## src/rtl/bcd_pkg.sv

```systemverilog
// rtl/bcd_pkg.sv - shared constants and digit type for the BCD adder
//
// Purpose: single home for BCD digit width, the largest legal digit value
// and the decimal correction constant, plus the 4-bit digit typedef.
// Ports: none (package).
package bcd_pkg;

  localparam int         BCD_DIGIT_W = 4;
  localparam logic [3:0] BCD_MAX     = 4'd9;
  localparam logic [3:0] BCD_CORR    = 4'd6;

  typedef logic [BCD_DIGIT_W-1:0] bcd_digit_t;

endpackage

```

## src/rtl/bcd_digit_add.sv

```systemverilog
// rtl/bcd_digit_add.sv - combinational single-digit BCD adder
//
// Purpose: adds two BCD digits and a carry, applies decimal correction.
// Ports:
//   a_i, b_i  : input digits (may be illegal 10..15; still processed)
//   cin_i     : carry into this digit
//   digit_o   : corrected sum digit
//   cout_o    : decimal carry out of this digit
//   err_o     : set when either input digit exceeds 9
module bcd_digit_add
  import bcd_pkg::*;
(
  input  bcd_digit_t a_i,
  input  bcd_digit_t b_i,
  input  logic       cin_i,
  output bcd_digit_t digit_o,
  output logic       cout_o,
  output logic       err_o
);

  // 5 bits holds the worst case 15 + 15 + 1 = 31 without overflow.
  logic [BCD_DIGIT_W:0] raw_sum;

  assign raw_sum = {1'b0, a_i} + {1'b0, b_i} + {{BCD_DIGIT_W{1'b0}}, cin_i};

  always_comb begin
    digit_o = raw_sum[BCD_DIGIT_W-1:0];
    cout_o  = 1'b0;
    if (raw_sum > {1'b0, BCD_MAX}) begin
      // Adding 6 skips the six unused binary codes; the 4-bit wrap
      // discards the binary carry, which is replaced by the decimal one.
      digit_o = raw_sum[BCD_DIGIT_W-1:0] + BCD_CORR;
      cout_o  = 1'b1;
    end
  end

  assign err_o = (a_i > BCD_MAX) || (b_i > BCD_MAX);

endmodule

```

## src/rtl/bcd_adder.sv

```systemverilog
// rtl/bcd_adder.sv - registered carry-rippled multi-digit BCD adder
//
// Purpose: adds two NDIGITS-digit packed BCD operands plus carry-in and
// registers sum, decimal carry-out and an invalid-digit flag, one cycle
// after sampling.
// Ports:
//   clk, rst_n : clock, asynchronous active-low reset
//   in_valid   : operands valid this cycle
//   a, b       : packed BCD operands, digit 0 in bits [3:0]
//   cin        : decimal carry into digit 0
//   sum        : registered BCD sum (held when in_valid is low)
//   cout       : registered carry out of the top digit
//   err        : registered flag, some input digit exceeded 9
//   out_valid  : registered, sum/cout/err carry a new result
module bcd_adder
  import bcd_pkg::*;
#(
  parameter int NDIGITS = 1
) (
  input  logic                           clk,
  input  logic                           rst_n,
  input  logic                           in_valid,
  input  logic [BCD_DIGIT_W*NDIGITS-1:0] a,
  input  logic [BCD_DIGIT_W*NDIGITS-1:0] b,
  input  logic                           cin,
  output logic [BCD_DIGIT_W*NDIGITS-1:0] sum,
  output logic                           cout,
  output logic                           err,
  output logic                           out_valid
);

  logic [NDIGITS:0]                 carry;
  logic [NDIGITS-1:0]               dig_err;
  logic [BCD_DIGIT_W*NDIGITS-1:0]   sum_d;
  logic                             cout_d;
  logic                             err_d;

  logic [BCD_DIGIT_W*NDIGITS-1:0]   sum_q;
  logic                             cout_q;
  logic                             err_q;
  logic                             out_valid_q;

  assign carry[0] = cin;

  // Carry ripples through every digit within the single cycle.
  for (genvar i = 0; i < NDIGITS; i++) begin : g_digit
    bcd_digit_add u_digit (
      .a_i     (a[i*BCD_DIGIT_W +: BCD_DIGIT_W]),
      .b_i     (b[i*BCD_DIGIT_W +: BCD_DIGIT_W]),
      .cin_i   (carry[i]),
      .digit_o (sum_d[i*BCD_DIGIT_W +: BCD_DIGIT_W]),
      .cout_o  (carry[i+1]),
      .err_o   (dig_err[i])
    );
  end

  assign cout_d = carry[NDIGITS];
  assign err_d  = |dig_err;

  // Result registers only load on a valid sample so they hold across gaps.
  always_ff @(posedge clk or negedge rst_n) begin
    if (!rst_n) begin
      sum_q       <= '0;
      cout_q      <= 1'b0;
      err_q       <= 1'b0;
      out_valid_q <= 1'b0;
    end else begin
      out_valid_q <= in_valid;
      if (in_valid) begin
        sum_q  <= sum_d;
        cout_q <= cout_d;
        err_q  <= err_d;
      end
    end
  end

  assign sum       = sum_q;
  assign cout      = cout_q;
  assign err       = err_q;
  assign out_valid = out_valid_q;

endmodule

```

## config.mk

```make
export PLATFORM = sky130hd
export DESIGN_NAME = bcd_adder
export DESIGN_NICKNAME = d
export VERILOG_FILES = /design/src/rtl/bcd_pkg.sv /design/src/rtl/bcd_digit_add.sv /design/src/rtl/bcd_adder.sv
export SDC_FILE = /design/constraint.sdc
export NUM_CORES = 1
export LEC_CHECK = 0
export ABC_AREA = 1
export BUFFER_PORTS_ARGS = -buffer_cell sky130_fd_sc_hd__buf_2
export CAP_MARGIN = 20
export CORE_MARGIN = 2
export CORE_UTILIZATION = 31
export CTS_CLUSTER_DIAMETER = 200
export CTS_CLUSTER_SIZE = 10
export DETAILED_ROUTE_END_ITERATION = 12
export PLACE_DENSITY = 0.53
export SLEW_MARGIN = 20
export SYNTH_ARGS = -nofsm -noshare
export SYNTH_HDL_FRONTEND = slang
export SYNTH_SLANG_ARGS = --single-unit
```

## constraint.sdc

```tcl
create_clock -name clk -period 1.2 [get_ports clk]
set_input_delay 0.06 -clock clk [delete_from_list [all_inputs] [get_ports clk]]
set_output_delay 0.06 -clock clk [all_outputs]
set_load 0.01 [all_outputs]
```

After elaboration in Yosys (flattened, before gate mapping)
Index checks and enable logic that the tools add are counted.
- $add $sub $neg: 3
- magnitude comparators: 3
- mux-type cells: 2
- reductions and logical operators: 1
- operators by type and width (kind ; count):
    greater-than comparator 4 bit, second input constant ; 2
    adder 4 x 4 -> 5 bit ; 1
    adder 5 x 1 -> 5 bit ; 1
    greater-than comparator 5 x 4 -> 1 bit, second input constant ; 1
    adder 4 x 3 -> 4 bit, second input constant ; 1
    2-to-1 mux 4 bit ; 1
    logical OR 1 bit ; 1
    2-to-1 mux 1 bit ; 1
- register bits after elaboration: 7
- bits of input ports: 12
- output and inout bits: 7

Longest topological paths before layout
Gate-level depths: netlist of the first run.
- depth in word-level cells: 4
- gate-level depth with buffers: 12
- mapped depth without buffers: 12

Cells and area by module
From an unflattened synthesis of the first run, not the netlist that was laid out.
- cells, all modules: 76
- area total of the unflattened synthesis: 560.5 µm²
- by module, submodules not included (module ; times used ; cells an instance ; area each (µm²)):
    bcd_digit_add ; 1 ; 50 ; 314.1
    bcd_adder ; 1 ; 26 ; 246.5

Worst setup path after synthesis of the first run
Ideal clock, no wire load.
- kind: input -> register
- from: in a[0]
- to: reg sum_q[1], in the netlist sum[1]
- data arrival time: 1706 ps
- path slack: -624 ps
- stages on the path: 11
- cell sequence: fa_1 -> fa_1 -> nand2_1 -> nand2_2 -> ha_1 -> a21oi_2 -> nand2_2 -> nand2_2 -> nand2_1 -> nand3_1 -> nand2_1
- longest elaborated chain between the ends: 4
- elaborated cells on any way between the ends: 5
- those cells by class: add/sub (3); order compare (1); mux (1)
- RTL lines (item ; line ; text):
    start: declaration ; bcd_adder.sv:23 ; input logic [BCD_DIGIT_W*NDIGITS-1:0] a,
    adder 4 x 4 -> 5 bit (*) ; bcd_digit_add.sv:24 ; assign raw_sum = {1'b0, a_i} + {1'b0, b_i} + {{BCD_DIGIT_W{1'b0}}, cin_i};
    adder 5 x 1 -> 5 bit (*) ; bcd_digit_add.sv:24 ;
    adder 4 x 3 -> 4 bit / greater-than comparator 5 x 4 -> 1 bit (equally long branches) ; bcd_digit_add.sv:32, bcd_digit_add.sv:29 ;
    2-to-1 mux 4 bit (*) ; bcd_digit_add.sv:29 ; if (raw_sum > {1'b0, BCD_MAX}) begin
    end signal: assignment ; bcd_adder.sv:70 ; sum_q <= sum_d;
    end: declaration ; bcd_adder.sv:38 ; logic [BCD_DIGIT_W*NDIGITS-1:0] sum_q;
Mark *: on every way between the ends. The rest lies on a longest branch, timed or not.
A chain may end at the register's enable or synchronous reset.

Worst setup path in the final report of the first run
Same ends and word-level chain as after synthesis.

==> results of run 1 <==
## cell families after synthesis
group,count (synthesis),synth area share
adders and majority gates,6,0.1756
AOI/OAI and AO/OA,10,0.1195
buffers and inverters,10,0.07560
DFF,7,0.3415
and+or+nand+nor,33,0.2878
## power breakdown
group	switching, W	total (W)	internal, W
clock network	0.0000801	0.000207	0.000126
registers	0.0000183	0.000297	0.000278
logic	0.000199	0.000397	0.000197
## worst min path at each step
stage	slack [ps]	cells past startpoint	startpoint	end
final	30	1	in_valid	out_valid
after global routing	40	1	in_valid	out_valid
after floorplan	-240	0	rst_n	cout
after detailed placement	-100	1	rst_n	sum[0]
after global placement	-100	1	rst_n	sum[0]
after CTS	20	1	in_valid	out_valid
## synth_stat cells
cell      number  area share
nand2_1       15        0.11
nand3_1        9       0.088
inv_1          8       0.059
dfrtp_1        7        0.34
nand2_2        5       0.061
ha_1           4       0.098
nor2_1         4       0.029
o21ai_0        3       0.029
a21oi_1        2       0.020
a31oi_1        2       0.024
fa_1           2       0.078
a21oi_2        1       0.017
buf_2          1      0.0097
inv_2          1      0.0073
o211ai_1       1       0.015
o21bai_1       1       0.015
## what timing repair did
item / 4_1_cts / 5_1_grt
endpoints found under the setup margin: 4 / 4
hold buffers: 1 / 0
buffers inserted: 3 / 0
endpoints found under the hold margin: 7 / 0
gates resized for setup: 2 / 0
pin swaps: 6 / 2
## per-layer routing
metal,part of all wire,up-vias,track usage,wire (um)
met3,0.028,0,0.02449,29
met1,0.45,232,0.1361,470
met4,0,0,0.1091,0
met5,0,-,0,0
li1,-,281,-,-
met2,0.52,8,0.2348,545
## worst max-delay path, cell delays in order
cell	delay (ps)
buf_6	90
fa_2	390
fa_2	570
inv_2	60
ha_4	150
a21oi_2	100
nand2_2	90
nand2_2	70
nand2_1	50
nand3_1	60
nand2_1	50
## layout make-up
| cell class | count | area (sq um) |
|---|---|---|
| clock buffers | 4 | 26.28 |
| fillers | 167 | 763.2 |
| inverters | 9 | 33.78 |
| multi-input cells | 49 | 316.6 |
| flip-flops and latches | 7 | 175.2 |
| well taps | 16 | 20.02 |
| repair buffers | 30 | 188.9 |
## metrics by stage
stage	worst slack [ps]	area (sq um)	power [W]	hold WS [ps]	setup TNS (ps)
floorplan	-523.2	530.5	0.0005234	-235.6	-1820
global placement	-693.5	695.7	0.0006667	-103.6	-2617
detailed placement	-707.7	695.7	0.0006701	-103.0	-2656
CTS	-414.4	760.7	0.0009147	23.52	-1503
global route	-503.1	760.7	0.0009733	35.04	-1838
finish	-408.3	760.7	0.0008998	28.43	-1488
## state kept, by name (all words and copies together) (netlist names)
signal     flops
out_valid      1
err            1
sum            4
cout           1
==> impl_metrics.csv, run 1 <==
group,metric,value,unit
global_route,grt_pass1_wl,1918,um
clock_network,cts-root-buf,"clkbuf_4",
global_route,grtUsageTotal,0.1340,
critical_path,reg2reg_to,"err",
logic_synthesis,syn_inst,66,
floorplan,pin_count,19,
sta,fmax,0.6218,GHz
flow_run,maxCapViolCount,0,
final_layout,syn2layout_area_growth,48.29,%
final_layout,mostFrequentLayoutCell,"buf_2",
routing,first_pass_iters,1,
clock_network,clock_latency,250,ps
clock_network,cts_buffers,3,
logic_synthesis,synth.avg_cell_area,7.773,sq um
routing,detail-route-antenna-nets,0,
clock_network,cts_sinks,7,
status,violations,"setup timing",
routing,drc,0,
sta,setup_slack,-408.3,ps
worst_hold_path,min_path_type,"input pin to flop",
critical_path,worstReg2RegStart,"err",
clock_network,cts_tree,"done",
logic_synthesis,syn_area,513.0,sq um
floorplan,dieWidth,44.68,um
critical_path,crit_arrival,1750,ps
sta,slew_headroom,0.8673,
status,status,"finished with violations",
pwr,p_leak,0.4080,nW
critical_path,startpoint,"a[0]",
sta,rsz0062_at_grt,"true",
final_layout,diodes,0,
routing,vias,521,
critical_path,cp_max_fo,4,
global_route,grt_pass1_vias,506,
pwr,powerDensity,1183,mW/mm^2
global_route,grt_max_degree,10,
critical_path,cp-endpoint,"sum[1]",
logic_synthesis,yosysUniqueCellTypes,16,
logic_synthesis,synth_nets,84,
clock_network,clk_path_buf_depth,2,
critical_path,required,1340,ps
pwr,peakVddDrop,331.2,uV
clock_network,cts_max_level,1,
global_route,antenna_found_initial,0,
critical_path,path_class,"input pin to flop",
placement,io_buffers,18,
final_layout,fin_nets,118,
floorplan,core_region_area,0.001524,sq mm
floorplan,chipHeight,44.68,um
sta,worst_pin_slew,196.9,ps
placement,gp_congestion,0.7179,
floorplan,start_util,0.3366,
sta,finalMaxSlewViolations,0,
sta,fin_worst_skew,0,ps
floorplan,die_area,0.001996,sq mm
sta,fin_crit,1608,ps
final_layout,drive_gt1_frac,0.4444,
routing,finalWirelength,1045,um
critical_path,crit_path_end_kind,"flop",
critical_path,reg2reg_depth,2,
routing,drt-initial-drc-count,0,
critical_path,startpoint_type,"input pin",
clock_network,clk_pin_slew_worst_paths,50,ps
routing,wl_per_cell,9.087,um
critical_path,regToRegSetupSlack,560,ps
final_layout,layout_common_cells,"buf_2 (17), nand2_1 (15), buf_4 (11)",
floorplan,rows,14,
placement,hpwl,882.4,um
logic_synthesis,yosysSeqAreaShare,0.3415,
routing,via_per_inst,4.530,
final_layout,utilization,0.4992,
logic_synthesis,yosysWarnings,0,
sta,hold_viol_final,0,
placement,dpl.cell_count,107,
logic_synthesis,ys_ff_latch,7,
sta,finalCritPeriodShare,1.340,
final_layout,finalNonFillerCells,115,
sta,setup_viol,4,
global_route,gr-total-overflow,0,
Power figures use the tool's default switching activity.
==> run 2: changes to the inputs <==
--- a/config.mk
+++ b/config.mk
@@ -14,6 +14,7 @@
 export CTS_CLUSTER_SIZE = 10
 export DETAILED_ROUTE_END_ITERATION = 12
 export PLACE_DENSITY = 0.53
+export REMOVE_ABC_BUFFERS = 1
 export SLEW_MARGIN = 20
 export SYNTH_ARGS = -nofsm -noshare
 export SYNTH_HDL_FRONTEND = slang
==> run 2 against run 1 <==
Compared with the run above: the flow still finishes with violations (setup timing); final area increased by 3.1%; wire length increased by 4.6%; hold slack improved by 11 ps; count of clock-buffer cells in the layout unchanged; via count increased by 2.7%; combinational power increased by 4%.
==> impl_metrics.csv, run 2 (synthesized netlist as in run 1, its figures left out) <==
group,metric,value,unit
critical_path,slowest_stage,"fa_2",
routing,via_per_inst,4.612,
floorplan,dieWidth,44.68,um
clock_network,cts_buffers,3,
final_layout,fin_nets,119,
sta,rsz0062_at_grt,"true",
pwr,p_int,0.0006102,W
critical_path,reg2reg_to,"cout",
clock_network,cts_max_level,1,
floorplan,rows,14,
final_layout,finalNonFillerCells,116,
floorplan,chipHeight,44.68,um
floorplan,die_area,0.001996,sq mm
critical_path,path_cells,"buf_6 > fa_2 > fa_2 > inv_2 > ha_4 > a21oi_2 > nand2_2 > nand2_2 > nand2_1 > nand3_1 > nand2_1",
sta,setup_slack,-397.5,ps
worst_hold_path,min_to,"out_valid",
worst_hold_path,min_path_type,"input pin to flop",
pwr,pwr-share-seq,0.326,
global_route,grtUsageTotal,0.1498,
global_route,gr-total-overflow,0,
routing,drt-initial-drc-count,3,
critical_path,crit_path_end_kind,"flop",
routing,first_pass_iters,4,
global_route,antenna_found_initial,0,
placement,dp_slack,-799.3,ps
sta,setup_viol,4,
critical_path,max_stage_delay,550,ps
clock_network,clk_pin_slew_worst_paths,50,ps
critical_path,path_delay_family,"adder cells",
sta,worst_pin_slew,203.2,ps
critical_path,path_class,"input pin to flop",
critical_path,startpoint_type,"input pin",
final_layout,layout_common_cells,"buf_2 (16), nand2_1 (14), buf_4 (12)",
flow_run,maxCapViolCount,0,
clock_network,clk_path_buf_depth,2,
sta,fin_crit,1597,ps
sta,fmax,0.6260,GHz
pwr,power.switching,0.0003014,W
worst_hold_path,holdCritStartpoint,"in_valid",
critical_path,required,1330,ps
routing,finalWirelength,1093,um
critical_path,regToRegSetupSlack,560,ps
clock_network,clock_latency,240,ps
final_layout,utilization,0.5148,
routing,drc,0,
final_layout,syn2layout_area_growth,52.93,%
routing,wl_per_cell,9.422,um
status,violations,"setup timing",
sta,finalMaxSlewViolations,0,
global_route,grt_pass1_vias,562,
routing,vias,535,
pwr,p_sw_frac,0.3306,
sta,hold_viol_final,0,
sta,finalCritPeriodShare,1.331,
floorplan,start_util,0.3366,
critical_path,crit_arrival,1730,ps
global_route,grt_max_degree,10,
placement,dpl-instance-area,693.2,sq um
critical_path,reg2reg_depth,2,
clock_network,cts-root-buf,"clkbuf_4",
placement,gp_congestion,0.7493,
placement,dpl.cell_count,109,
pwr,p_comb_frac,0.453,
final_layout,fin_area,784.5,sq um
placement,io_buffers,18,
clock_network,cts_tree,"done",
critical_path,worstReg2RegStart,"cout",
final_layout,mostFrequentLayoutCell,"buf_2",
global_route,grt_pass1_wl,2145,um
worst_hold_path,hold_path_depth,1,
pwr,powerDensity,1162,mW/mm^2
pwr,total_power,0.0009115,W
final_layout,drive_gt1_frac,0.4800,
critical_path,cp_max_fo,4,
floorplan,core_region_area,0.001524,sq mm
routing,detail-route-antenna-nets,0,
final_layout,largest_reg_flops,4,
placement,hpwl,928.4,um
pwr,pwr-share-clk,0.221,
pwr,p_leak,0.4173,nW
critical_path,crit_buf_inv,2,
status,status,"finished with violations",
floorplan,pin_count,19,
sta,slew_headroom,0.8631,
pwr,peakVddDrop,410.1,uV
final_layout,diodes,0,
clock_network,cts_sinks,7,
sta,fin_worst_skew,0,ps
## run 2: cell type report
class | count | area (sq um)
Timing Repair Buffer | 31 | 202.7
Fill cell | 162 | 739.5
Clock buffer | 4 | 26.28
Multi-Input combinational cell | 49 | 326.6
Inverter | 9 | 33.78
Tap cell | 16 | 20.02
Sequential cell | 7 | 175.2
## run 2: repair_timing
| action | 4_1_cts | 5_1_grt |
|---|---|---|
| setup buffers | 1 | 1 |
| cloned | 0 | 0 |
| hold buffers | 1 | 0 |
| pin swaps | 11 | 9 |
| gates resized for setup | 7 | 4 |
| setup endpoints to repair | 4 | 4 |
| endpoints found under the hold margin | 7 | 0 |
## run 2: worst max path at each step
stage               startpoint     end  slack (ps)  cells after the start
floorplan                 a[0]  sum[1]        -620                     11
global placement          a[0]  sum[2]        -760                     12
detailed placement        a[0]  sum[2]        -800                     12
CTS                        cin  sum[2]        -440                     11
global route              a[0]  sum[2]        -470                     11
finish                    a[0]  sum[1]        -400                     11
## run 2: through the flow
stage / hold slack (ps) / setup TNS (ps)
floorplan: -235.6 / -2232
global placement: -102.5 / -2833
detailed placement: -103.3 / -3007
CTS: 26.11 / -1564
global route: 36.48 / -1723
finish: 39.30 / -1430
## run 2: layer usage
| layer | global-route usage | vias to the layer above | part of all wire |
|---|---|---|---|
| li1 | - | 283 | - |
| met1 | 0.1630 | 242 | 0.42 |
| met2 | 0.2580 | 8 | 0.54 |
| met3 | 0.02449 | 2 | 0.029 |
| met4 | 0.1091 | 0 | 0.013 |
| met5 | 0 | - | 0 |
## run 2: power by group through the flow
stage | Combinational (W) | Clock [W] | Sequential [W]
6_report | 0.000413 | 0.000202 | 0.000297
5_1_grt | 0.000475 | 0.000224 | 0.000304
4_1_cts | 0.000398 | 0.000213 | 0.000299
3_5_place_dp | 0.000365 | 0 | 0.000302
3_3_place_gp | 0.000363 | 0 | 0.000300
2_1_floorplan | 0.000181 | 0 | 0.000324
